**config.mk**
```make
export PLATFORM = sky130hd
export DESIGN_NAME = pc_trace_monitor
export DESIGN_NICKNAME = d
export VERILOG_FILES = /design/src/rtl/pc_trace_pkg.sv /design/src/rtl/pc_trace_fifo.sv /design/src/rtl/pc_trace_monitor.sv
export SDC_FILE = /design/constraint.sdc
export NUM_CORES = 1
export LEC_CHECK = 0
export BUFFER_PORTS_ARGS = -buffer_cell sky130_fd_sc_hd__clkbuf_2
export CAP_MARGIN = 0
export CORE_MARGIN = 2
export CORE_UTILIZATION = 61
export DETAILED_ROUTE_END_ITERATION = 10
export PLACE_DENSITY = 0.75
export SYNTH_ARGS = -nofsm -noshare
export SYNTH_HDL_FRONTEND = slang
export SYNTH_SLANG_ARGS = --single-unit
```
**constraint.sdc**
```tcl
create_clock -name CLK -period 6.65 [get_ports CLK]
set_input_delay 0.665 -clock CLK [delete_from_list [all_inputs] [get_ports CLK]]
set_output_delay 0.665 -clock CLK [all_outputs]
set_load 0.05 [all_outputs]
```
**src/rtl/pc_trace_pkg.sv**
```systemverilog
// pc_trace_pkg
//   Shared types for the retired-PC trace monitor: halt causes, monitor
//   states and the packed FIFO entry carrying a sequence number and PC.
package pc_trace_pkg;

  localparam int SEQ_W = 16;

  typedef enum logic [1:0] {
    NONE      = 2'd0,
    SELF_LOOP = 2'd1,
    WATCHDOG  = 2'd2
  } halt_cause_t;

  typedef enum logic [1:0] {
    RUN   = 2'd0,
    DRAIN = 2'd1,
    DONE  = 2'd2
  } trace_state_t;

  typedef struct packed {
    logic [SEQ_W-1:0] seq;
    logic [31:0]      pc;
  } trace_entry_t;

endpackage

```
**src/rtl/pc_trace_fifo.sv**
```systemverilog
// pc_trace_fifo
//   Synchronous FIFO of trace entries, Depth entries (power of two).
//   Full/empty come from read/write pointers carrying one extra wrap bit.
// Ports:
//   CLK    - clock, all updates on posedge
//   RESET  - synchronous active-low reset, empties the FIFO
//   push   - write din (accepted when not full, or when full with a pop)
//   pop    - discard the head entry (ignored when empty)
//   din    - entry to write
//   full   - no free slot
//   empty  - no stored entry
//   head   - oldest entry, read straight from storage
module pc_trace_fifo
  import pc_trace_pkg::*;
#(
  parameter int Depth = 16
) (
  input  logic         CLK,
  input  logic         RESET,
  input  logic         push,
  input  logic         pop,
  input  trace_entry_t din,
  output logic         full,
  output logic         empty,
  output trace_entry_t head
);

  localparam int AW = $clog2(Depth);

  trace_entry_t   mem [Depth];
  logic [AW:0]    wr_ptr;
  logic [AW:0]    rd_ptr;
  logic           wr_en;
  logic           rd_en;

  assign empty = (wr_ptr == rd_ptr);
  assign full  = (wr_ptr[AW] != rd_ptr[AW]) && (wr_ptr[AW-1:0] == rd_ptr[AW-1:0]);
  // A full FIFO still takes a write when the head leaves on the same edge.
  assign wr_en = push && (!full || pop);
  assign rd_en = pop && !empty;
  assign head  = mem[rd_ptr[AW-1:0]];

  always_ff @(posedge CLK) begin
    if (!RESET) begin
      wr_ptr <= '0;
      rd_ptr <= '0;
    end else begin
      if (wr_en) wr_ptr <= wr_ptr + 1'b1;
      if (rd_en) rd_ptr <= rd_ptr + 1'b1;
    end
  end

  always_ff @(posedge CLK) begin
    if (wr_en) mem[wr_ptr[AW-1:0]] <= din;
  end

endmodule

```
**src/rtl/pc_trace_monitor.sv**
```systemverilog
// pc_trace_monitor
//   Captures the retired-PC stream into a FIFO tagged with a 16-bit sequence
//   number, drains it over valid/ready, and detects test termination by a
//   self-loop (LoopLimit identical consecutive PCs) or, when the macro
//   PC_TRACE_WATCHDOG_EN is defined, by WatchdogCycles idle RUN cycles.
//   After a halt capture stops, the FIFO drains and out_done rises.
// Ports:
//   CLK, RESET        - clock; synchronous active-low reset
//   in_pc, in_pc_enable - retired PC and its strobe
//   out_trace_valid, in_trace_ready - head handshake
//   out_trace_pc, out_trace_seq     - head entry fields
//   out_overflow      - sticky, an entry was dropped
//   out_halt_cause    - 0 none, 1 self-loop, 2 watchdog
//   out_halt_pc       - PC associated with the halt
//   out_done          - halted and drained
module pc_trace_monitor
  import pc_trace_pkg::*;
#(
  parameter int Depth          = 16,
  parameter int LoopLimit      = 8,
  parameter int WatchdogCycles = 65536
) (
  input  logic        CLK,
  input  logic        RESET,
  input  logic [31:0] in_pc,
  input  logic        in_pc_enable,
  output logic        out_trace_valid,
  input  logic        in_trace_ready,
  output logic [31:0] out_trace_pc,
  output logic [15:0] out_trace_seq,
  output logic        out_overflow,
  output logic [1:0]  out_halt_cause,
  output logic [31:0] out_halt_pc,
  output logic        out_done
);

  localparam logic [7:0] LOOP_LIM = 8'(LoopLimit);

  trace_state_t     state;
  halt_cause_t      cause;
  logic [31:0]      halt_pc;
  logic [31:0]      last_pc;
  logic [SEQ_W-1:0] seq;
  logic [7:0]       rep_cnt;
  logic [7:0]       rep_next;
  logic             overflow;
  logic             done;

  logic             fifo_full;
  logic             fifo_empty;
  trace_entry_t     fifo_head;
  trace_entry_t     push_entry;
  logic             capture;
  logic             pop;
  logic             push;
  logic             loop_hit;
  logic             wd_hit;

  function automatic logic [7:0] sat_inc(input logic [7:0] v);
    return (v == 8'hFF) ? v : v + 8'd1;
  endfunction

  assign capture    = in_pc_enable && (state == RUN);
  assign pop        = !fifo_empty && in_trace_ready;
  assign push       = capture && (!fifo_full || pop);
  assign push_entry = '{seq: seq, pc: in_pc};
  // last_pc and rep_cnt both clear on reset, so the first enable lands on 1
  // whether or not its PC happens to be zero.
  assign rep_next   = (in_pc == last_pc) ? sat_inc(rep_cnt) : 8'd1;
  assign loop_hit   = capture && (rep_next >= LOOP_LIM);

`ifdef PC_TRACE_WATCHDOG_EN
  localparam int WD_W = $clog2(WatchdogCycles + 1);
  localparam logic [WD_W-1:0] WD_LIM = WD_W'(WatchdogCycles);

  logic [WD_W-1:0] wd_cnt;

  // Fires on the edge at which the idle count would reach the limit.
  assign wd_hit = (state == RUN) && !in_pc_enable && ((wd_cnt + 1'b1) == WD_LIM);

  always_ff @(posedge CLK) begin
    if (!RESET) begin
      wd_cnt <= '0;
    end else if (state == RUN) begin
      wd_cnt <= in_pc_enable ? '0 : wd_cnt + 1'b1;
    end
  end
`else
  // No watchdog in this build; the comparison is constant false.
  assign wd_hit = (WatchdogCycles < 0);
`endif

  pc_trace_fifo #(.Depth(Depth)) u_fifo (
    .CLK   (CLK),
    .RESET (RESET),
    .push  (push),
    .pop   (pop),
    .din   (push_entry),
    .full  (fifo_full),
    .empty (fifo_empty),
    .head  (fifo_head)
  );

  always_ff @(posedge CLK) begin
    if (!RESET) begin
      state    <= RUN;
      cause    <= NONE;
      halt_pc  <= '0;
      last_pc  <= '0;
      seq      <= '0;
      rep_cnt  <= '0;
      overflow <= 1'b0;
      done     <= 1'b0;
    end else begin
      case (state)
        RUN: begin
          if (capture) begin
            seq     <= seq + 1'b1;
            last_pc <= in_pc;
            rep_cnt <= rep_next;
            if (fifo_full && !pop) overflow <= 1'b1;
          end
          // Self-loop has priority over the watchdog.
          if (loop_hit) begin
            cause   <= SELF_LOOP;
            halt_pc <= in_pc;
            state   <= DRAIN;
          end else if (wd_hit) begin
            cause   <= WATCHDOG;
            halt_pc <= last_pc;
            state   <= DRAIN;
          end
        end
        DRAIN: begin
          if (fifo_empty) begin
            state <= DONE;
            done  <= 1'b1;
          end
        end
        DONE: ;
        default: state <= RUN;
      endcase
    end
  end

  // Head fields read as zero while empty so reset leaves all outputs at 0.
  assign out_trace_valid = !fifo_empty;
  assign out_trace_pc    = fifo_empty ? 32'd0 : fifo_head.pc;
  assign out_trace_seq   = fifo_empty ? 16'd0 : fifo_head.seq;
  assign out_overflow    = overflow;
  assign out_halt_cause  = cause;
  assign out_halt_pc     = halt_pc;
  assign out_done        = done;

endmodule
```
==> impl_summary.log, run 1 <==
[metrics] CTS tree: yes
[metrics] worst-case hold slack: 0.423 ns
[metrics] required time of the worst setup path: 5.98 ns
[metrics] LEAKAGE: 12.1 nW
[metrics] setup repair after global routing missed its margin: false
[metrics] site row count: 86
[metrics] maximum number of pins on one net before global-route repair: 90
[metrics] remaining max-slew budget at the tightest pin: 17.9%
[metrics] Final Wtd Congestion: 0.800
[metrics] clock-pin slew of the registers on the worst-case setup and hold paths: 0.06 ns
[metrics] number of synthesized register bits: 875
[metrics] internal power contribution: 9.42 mW
[metrics] number of buffer cells added on primary ports: 119
[metrics] net count of the mapped netlist: 1727
[metrics] Remaining DRCs: 0
[metrics] vias after detailed routing: 16800
[metrics] Clk Latency, worst-skew pair: 0.63 ns
[metrics] element type at the critical path start: flop
[metrics] fraction of power consumed by the clock network: 37.6%
[metrics] startpoint of the most critical hold path: in_trace_ready
[metrics] fraction of power consumed by sequential logic: 49.1%
[metrics] maximum level of the CTS H-tree: 3
[metrics] fraction of power spent switching nets: 24.4%
[metrics] netlist area before placement: 33900 um2
[metrics] Max stage delay cell, worst path: dfxtp_4
[metrics] Crit Reg-Reg Startpoint: u_fifo.wr_ptr[3]
[metrics] uppermost layer routed: met5
[metrics] number of inserted diodes: 0
[metrics] number of stages on the worst hold path: 3
[metrics] number of buffer and inverter stages on the critical path: 2
[metrics] number of global-route vias before repair: 16900
[metrics] met3 routed wirelength: 5980 um
[metrics] clock tree sinks: 875
[metrics] fraction of layout instances using a drive strength above 1: 28.3%
[metrics] total number of nets in the final design: 1876
[metrics] Critical R2R Capture: u_fifo.mem[14][17]
[metrics] Post-CTS Repair Setup Buffers: 0
[metrics] CTS buffer count: 84
[metrics] via-per-instance ratio: 6.33
[metrics] Pre-Repair DR Iteration Count: 5
[metrics] Final ANT Viol Nets: 0
[metrics] Avg Cell Area, Syn: 20.1 um2
[metrics] final-report hold violation count: 0
[metrics] library cells used by synthesis: 41
[metrics] most used cells in the layout excluding fill and tap cells: edfxtp_1, mux4_2, nand2_1
[metrics] combinational share of power: 13.3%
[metrics] register area share after synthesis: 74.4%
[metrics] power per unit of standard cell area: 328 nW/um2
[metrics] warnings from Yosys: 0
[metrics] post-cts gate resize count: 0
[metrics] Iteration-0 DRC Markers: 1988
[metrics] average wire per standard cell: 28.2 um
[metrics] placeable core region: 55000 um2
[metrics] instance count of the mapped netlist: 1684
[metrics] number of maximum-capacitance constraint violations: 0
[metrics] die span in x: 240 um
[metrics] area overhead of the layout relative to synthesis: 12.2%
[metrics] startpoint-to-endpoint class of the critical path: reg2out
[metrics] minimum setup slack among reg-to-reg paths: 2.88 ns
[metrics] root buffer selected by CTS: clkbuf_16
[metrics] series of cell instances along the critical path: buf_12 > mux4_2 > mux4_2 > and2_1 > clkbuf_2
[metrics] most common cell after layout, fill and taps aside: edfxtp_1
[metrics] initial cell density of the core: 61.6%
[metrics] DRT Wirelength: 74700 um
[metrics] count of pins over their slew limit: 0
[metrics] Critical Path Sink Type: output port
[metrics] maximum count of clock buffers along a single path: 3
[metrics] vertical die dimension: 240 um
[metrics] Arr. time, crit path: 3.85 ns
[metrics] sum of met2 wire segment lengths after detailed routing: 37500 um
[metrics] wire length of the first global-routing pass: 111000 um
[metrics] Crit path largest cell delay: 1.02 ns
[metrics] highest clock frequency the design can meet: 0.222 GHz
[metrics] grt total ovfl: 0
[metrics] net switching power of the design: 3.04 mW
[metrics] final setup fails: 0
[metrics] Worst Reg-to-Reg Cells: 6
[metrics] die footprint: 57500 um2
[metrics] result of the run: finished, final reports clean
[metrics] most common cell type on the critical path: mux4_2
[metrics] pin slew with the least headroom to its limit: 1.23 ns
[metrics] CTS Hold Buffers Added: 0
[metrics] post-route clock period utilization: 67.9%
[metrics] kind of cell adding the most delay to the critical path: multiplexers
[metrics] number of top-level design ports: 121
[metrics] Worst Hold Class: in2reg
[metrics] total track usage: 27.0%
[metrics] total negative slack: 0 ns
[metrics] clock tree skew after final layout: 0.0167 ns
[metrics] largest fanout on the critical path: 68
[metrics] number of antenna violations at the first check in global routing: 1
[metrics] number of fillers in the final layout: 3329
[metrics] shortest period the worst path allows: 4.51 ns
[metrics] metal1 wirelength: 29400 um
[metrics] half-perimeter wire length after placement: 38000 um
[metrics] Worst IR Drop VDD: 228 uV
flip-flops by register name, summed over array words and instances, names as in the netlist, named ones only:
name	count
u_fifo.mem	768
last_pc	32
out_halt_pc	32
seq	16
rep_cnt	8
u_fifo.rd_ptr	5
u_fifo.wr_ptr	5
state	2
out_done	1
out_halt_cause	1
out_overflow	1
stage by stage:
stage               utilization [%]  power (mW)  setup slack (ns)  instance area, um2  std cells
global route                   69.1        12.8              1.90               38000       2650
global placement               64.2        7.89              2.76               35300       2495
finish                         69.1        12.5              2.14               38000       2650
CTS                            69.1        12.6              2.06               38000       2650
floorplan                         -        7.51              1.48               33900       1684
detailed placement             64.2        7.91              2.70               35300       2495
worst min-delay path, delay by kind of cell:
kind | cells | cell delay [ns]
and+or+nand+nor | 1 | 0.11
AOI/OAI and AO/OA | 1 | 0.07
buffers and inverters | 1 | 0.15
cell usage after synthesis:
cell type  instances  share of area (%)
a211oi_1           2              0.044
a21oi_1           47               0.69
a22o_1             1              0.026
a22oi_1            1              0.022
a311oi_1           1              0.026
a31oi_1            4              0.074
and2_1            52               0.96
and3_1             6               0.11
and3_4             1              0.033
and4_1             3              0.078
buf_1              9               0.10
buf_12             4               0.24
buf_2              5              0.074
buf_4             12               0.27
buf_6             10               0.33
clkbuf_1          50               0.55
clkinv_1           1              0.011
conb_1             1              0.011
dfxtp_1          107                6.3
edfxtp_1         768                 68
ha_1               7               0.26
inv_1              3              0.033
inv_2              1              0.011
mux2i_1           34                1.0
mux4_2           240                 16
nand2_1          152                1.7
nand2b_1           3              0.055
nand3_1           12               0.18
nand4_1           15               0.28
nor2_1            46               0.51
nor3_1             7               0.10
nor3b_1            1              0.022
nor4_2             3               0.11
o211ai_1           1              0.022
o21a_1             2              0.044
o21ai_0            9               0.13
o31ai_1            1              0.022
or2_2              1              0.018
or3_1              4              0.074
xnor2_1           40                1.0
xor2_1            17               0.44
power by group through the flow:
stage / Sequential, mW / Combinational, mW / Clock (mW)
2_1_floorplan: 6.17 / 1.34 / 0
3_3_place_gp: 6.23 / 1.66 / 0
3_5_place_dp: 6.24 / 1.67 / 0
4_1_cts: 6.12 / 1.68 / 4.75
5_1_grt: 6.13 / 1.75 / 4.95
6_report: 6.12 / 1.66 / 4.68
logic make-up (layout without fill, tap and decap cells):
kind of cell             Yosys count  in the layout  share of synthesized area (%)
flip-flops                       875            875                           74.4
AO/OA/AOI/OAI                     69             69                           1.11
multiplexers                     274            274                           17.0
adder cells (fa/ha/maj)            7              7                          0.258
XOR/XNOR                          57             57                           1.47
other                              1              1                         0.0111
buffers and inverters             95            313                           1.62
AND/OR/NAND/NOR                  306            306                           4.21
worst max path at each step:
stage	from	endpoint	slack (ns)	depth (start not counted)
finish	flop	out_trace_pc[18]	2.14	5
global route	flop	out_trace_pc[18]	1.90	5
CTS	flop	out_trace_pc[23]	2.06	5
detailed placement	in_pc_enable	u_fifo.mem[10][34]	2.70	7
global placement	in_pc_enable	u_fifo.mem[13][17]	2.76	7
floorplan	in_pc_enable	u_fifo.mem[3][0]	1.48	4
per-layer routing:
layer,vias to the layer above,global-route usage [%]
met1,8766,38.4
met5,-,0
met4,2,8.56
met3,120,4.53
met2,834,43.6
li1,7048,-
layout make-up:
type                            count  area, um2  share of cell area, %
Sequential cell                   875      25200                   66.3
Multi-Input combinational cell    714       8250                   21.7
Clock buffer                      124       2400                   6.30
Tap cell                          748        936                   2.46
Timing Repair Buffer              153        901                   2.37
Clock inverter                     31        305                  0.803
Inverter                            5       18.8                 0.0494
(Power assumes the default switching activity.)
==> inputs of run 2 (changes only) <==
- CORE_UTILIZATION: 61 -> 56
- PLACE_DENSITY: 0.75 -> 0.72
- clock period: 6.65 -> 3.65 ns (I/O delays scaled with it)
==> run 2 against run 1 <==
Against the previous run:
- sequential power rose by 81%
- global-route usage fell by 1.9 points
- sequential cell count stayed put
- non-clock buffer count is 48 higher
- combinational power increased by 96%
- via count rose by 1.2%
- count of clock-buffer cells in the layout shrank 2
- clock power grew 87%
==> impl_summary.log, run 2 (synthesis gave the netlist of run 1 again) <==
[metrics] clock tree sinks: 875 (unchanged)
[metrics] Worst Reg-to-Reg Cells: 6 (unchanged)
[metrics] Iteration-0 DRC Markers: 1834 (-7.7%)
[metrics] number of maximum-capacitance constraint violations: 0 (unchanged)
[metrics] clock-pin slew of the registers on the worst-case setup and hold paths: 0.06 ns (about the same)
[metrics] startpoint-to-endpoint class of the critical path: reg2out
[metrics] fraction of power spent switching nets: 24.4% (+0.051 points)
[metrics] number of flip-flops in the largest register: 768 (unchanged)
[metrics] required time of the worst setup path: 3.28 ns (-2.70 ns)
[metrics] CTS tree: yes
[metrics] Worst Hold Class: in2reg
[metrics] site row count: 90 (+4.7%)
[metrics] fraction of layout instances using a drive strength above 1: 30.6% (+2.3 points)
[metrics] minimum setup slack among reg-to-reg paths: 0.51 ns (-2.37 ns)
[metrics] largest fanout on the critical path: 76 (+12%)
[metrics] Final Wtd Congestion: 0.760 (-5.0%)
[metrics] vertical die dimension: 250 um (+4.3%)
[metrics] internal power contribution: 17.4 mW (+85%)
[metrics] remaining max-slew budget at the tightest pin: 34.3% (+16 points)
[metrics] total number of nets in the final design: 1923 (+2.5%)
[metrics] Pre-Repair DR Iteration Count: 5 (unchanged)
[metrics] maximum count of clock buffers along a single path: 3 (unchanged)
[metrics] number of inserted diodes: 0 (unchanged)
[metrics] most used cells in the layout excluding fill and tap cells: edfxtp_1, mux4_2, nand2_1
[metrics] CTS Hold Buffers Added: 0 (unchanged)
[metrics] LEAKAGE: 12.4 nW (+2.6%)
[metrics] fraction of power consumed by the clock network: 37.9% (+0.3 points)
[metrics] count of pins over their slew limit: 0 (unchanged)
[metrics] maximum number of pins on one net before global-route repair: 77 (-14%)
[metrics] CP endpoint: out_trace_pc[16]
[metrics] clock tree skew after final layout: 0.0251 ns (+0.00841 ns)
[metrics] Critical Path Sink Type: output port
[metrics] combinational share of power: 14.2% (+0.9 points)
[metrics] final setup fails: 0 (unchanged)
[metrics] CTS buffer count: 83 (-1.2%)
[metrics] initial cell density of the core: 56.4% (-5.3 points)
[metrics] Clk Latency, worst-skew pair: 0.65 ns (+0.02 ns)
[metrics] net switching power of the design: 5.64 mW (+86%)
[metrics] placeable core region: 60100 um2 (+9.4%)
[metrics] highest clock frequency the design can meet: 0.289 GHz
[metrics] area of all placed cells without fillers: 38700 um2 (+1.8%)
[metrics] fraction of power consumed by sequential logic: 48.0% (-1.1 points)
[metrics] shortest period the worst path allows: 3.46 ns
[metrics] pin slew with the least headroom to its limit: 0.984 ns (-0.244 ns)
[metrics] Crit Reg-Reg Startpoint: u_fifo.wr_ptr[2]
[metrics] grt total ovfl: 0 (unchanged)
[metrics] Arr. time, crit path: 3.10 ns (-0.75 ns)
[metrics] die footprint: 62500 um2 (+8.8%)
[metrics] worst-case hold slack: 0.115 ns (-0.308 ns)
[metrics] Pwr Total: 23.1 mW (+85%)
[metrics] Final ANT Viol Nets: 0 (unchanged)
[metrics] total track usage: 25.0% (-1.9 points)
[metrics] post-route clock period utilization: 94.9%
[metrics] average wire per standard cell: 28.0 um (-0.47%)
[metrics] Worst IR Drop VDD: 445 uV (+95%)
[metrics] final critical-path setup slack: 0.186 ns (-1.95 ns)
[metrics] total negative slack: 0 ns (unchanged)
[metrics] area overhead of the layout relative to synthesis: 14.2%
[metrics] number of top-level design ports: 121 (unchanged)
[metrics] placed standard-cell area: 35800 um2 (+1.5%)
[metrics] via-per-instance ratio: 6.22 (-1.8%)
[metrics] Setup WS pre-CTS: 0.553 ns (-2.15 ns)
[metrics] maximum level of the CTS H-tree: 3 (unchanged)
[metrics] result of the run: finished, final reports clean
[metrics] number of antenna violations at the first check in global routing: 4 (+3)
[metrics] root buffer selected by CTS: clkbuf_16
[metrics] power per unit of standard cell area: 596 nW/um2 (+82%)
[metrics] setup repair after global routing missed its margin: false
[metrics] wire length of the first global-routing pass: 113000 um (+2.2%)
[metrics] number of buffer cells added on primary ports: 119 (unchanged)
[metrics] vias after detailed routing: 17000 (+1.2%)
[metrics] element type at the critical path start: flop
[metrics] Critical R2R Capture: u_fifo.mem[5][8]
[metrics] half-perimeter wire length after placement: 41000 um (+7.7%)
[metrics] number of global-route vias before repair: 17200 (+1.9%)
[metrics] most common cell after layout, fill and taps aside: edfxtp_1
[metrics] die span in x: 250 um (+4.3%)
[metrics] DRT Wirelength: 76600 um (+2.6%)
[metrics] Remaining DRCs: 0 (unchanged)
[metrics] final-report hold violation count: 0 (unchanged)
## run 2: worst max-delay path: stages (launching register included)
cell and delay [ns]:
dfxtp_4 0.59, buf_12 0.40, mux4_2 0.40, mux4_2 0.48
and2_1 0.22, clkbuf_2 0.25
## run 2: cell type report
type                    instances  area (um2)
multi-input cells             714        8270
clock buffers                 122        2410
inverters                       5        21.3
well taps                     782         978
flip-flops and latches        875       25200
fillers                      3974       21400
repair buffers                201        1420
clock inverters                32         385
## run 2: how the worst min path moves through the flow
stage	start	endpoint	slack [ns]	cells past startpoint
global placement	out_halt_pc[15]	out_halt_pc[15]	0.44	2
floorplan	last_pc[24]	last_pc[24]	0.45	2
finish	in_trace_ready	flop	0.12	3
detailed placement	out_halt_pc[24]	out_halt_pc[24]	0.45	2
CTS	in_trace_ready	flop	0.08	3
global route	in_trace_ready	flop	0.12	3
## run 2: what timing repair did
action / 4_1_cts / 5_1_grt
setup buffers: 0 / 7
gates resized for setup: 1 / 0
pin swaps: 0 / 0
cloned: 0 / 0
endpoints found under the setup margin: 48 / 2
## run 2: metal layers
layer  up-vias  GRT usage (%)  share of wire, %
met5         -              0             0.031
met4         4           8.31               2.7
met3       129           4.76               8.0
met2       746           41.0                50
met1      8930           34.5                39
li1       7167              -                 -
## run 2: power by group through the flow
stage | clock (mW) | sequential, mW | combinational (mW)
finish | 8.74 | 11.1 | 3.26
global route | 9.26 | 11.1 | 3.47
CTS | 8.85 | 11.1 | 3.23
detailed placement | 0 | 11.3 | 3.22
global placement | 0 | 11.3 | 3.19
floorplan | 0 | 11.2 | 2.43
## run 2: metrics by stage
stage | utilization, % | instances
2_1_floorplan | - | 1684
4_1_cts | 64.2 | 2724
6_report | 64.4 | 2731
3_3_place_gp | 59.6 | 2570
5_1_grt | 64.4 | 2731
3_5_place_dp | 59.6 | 2570
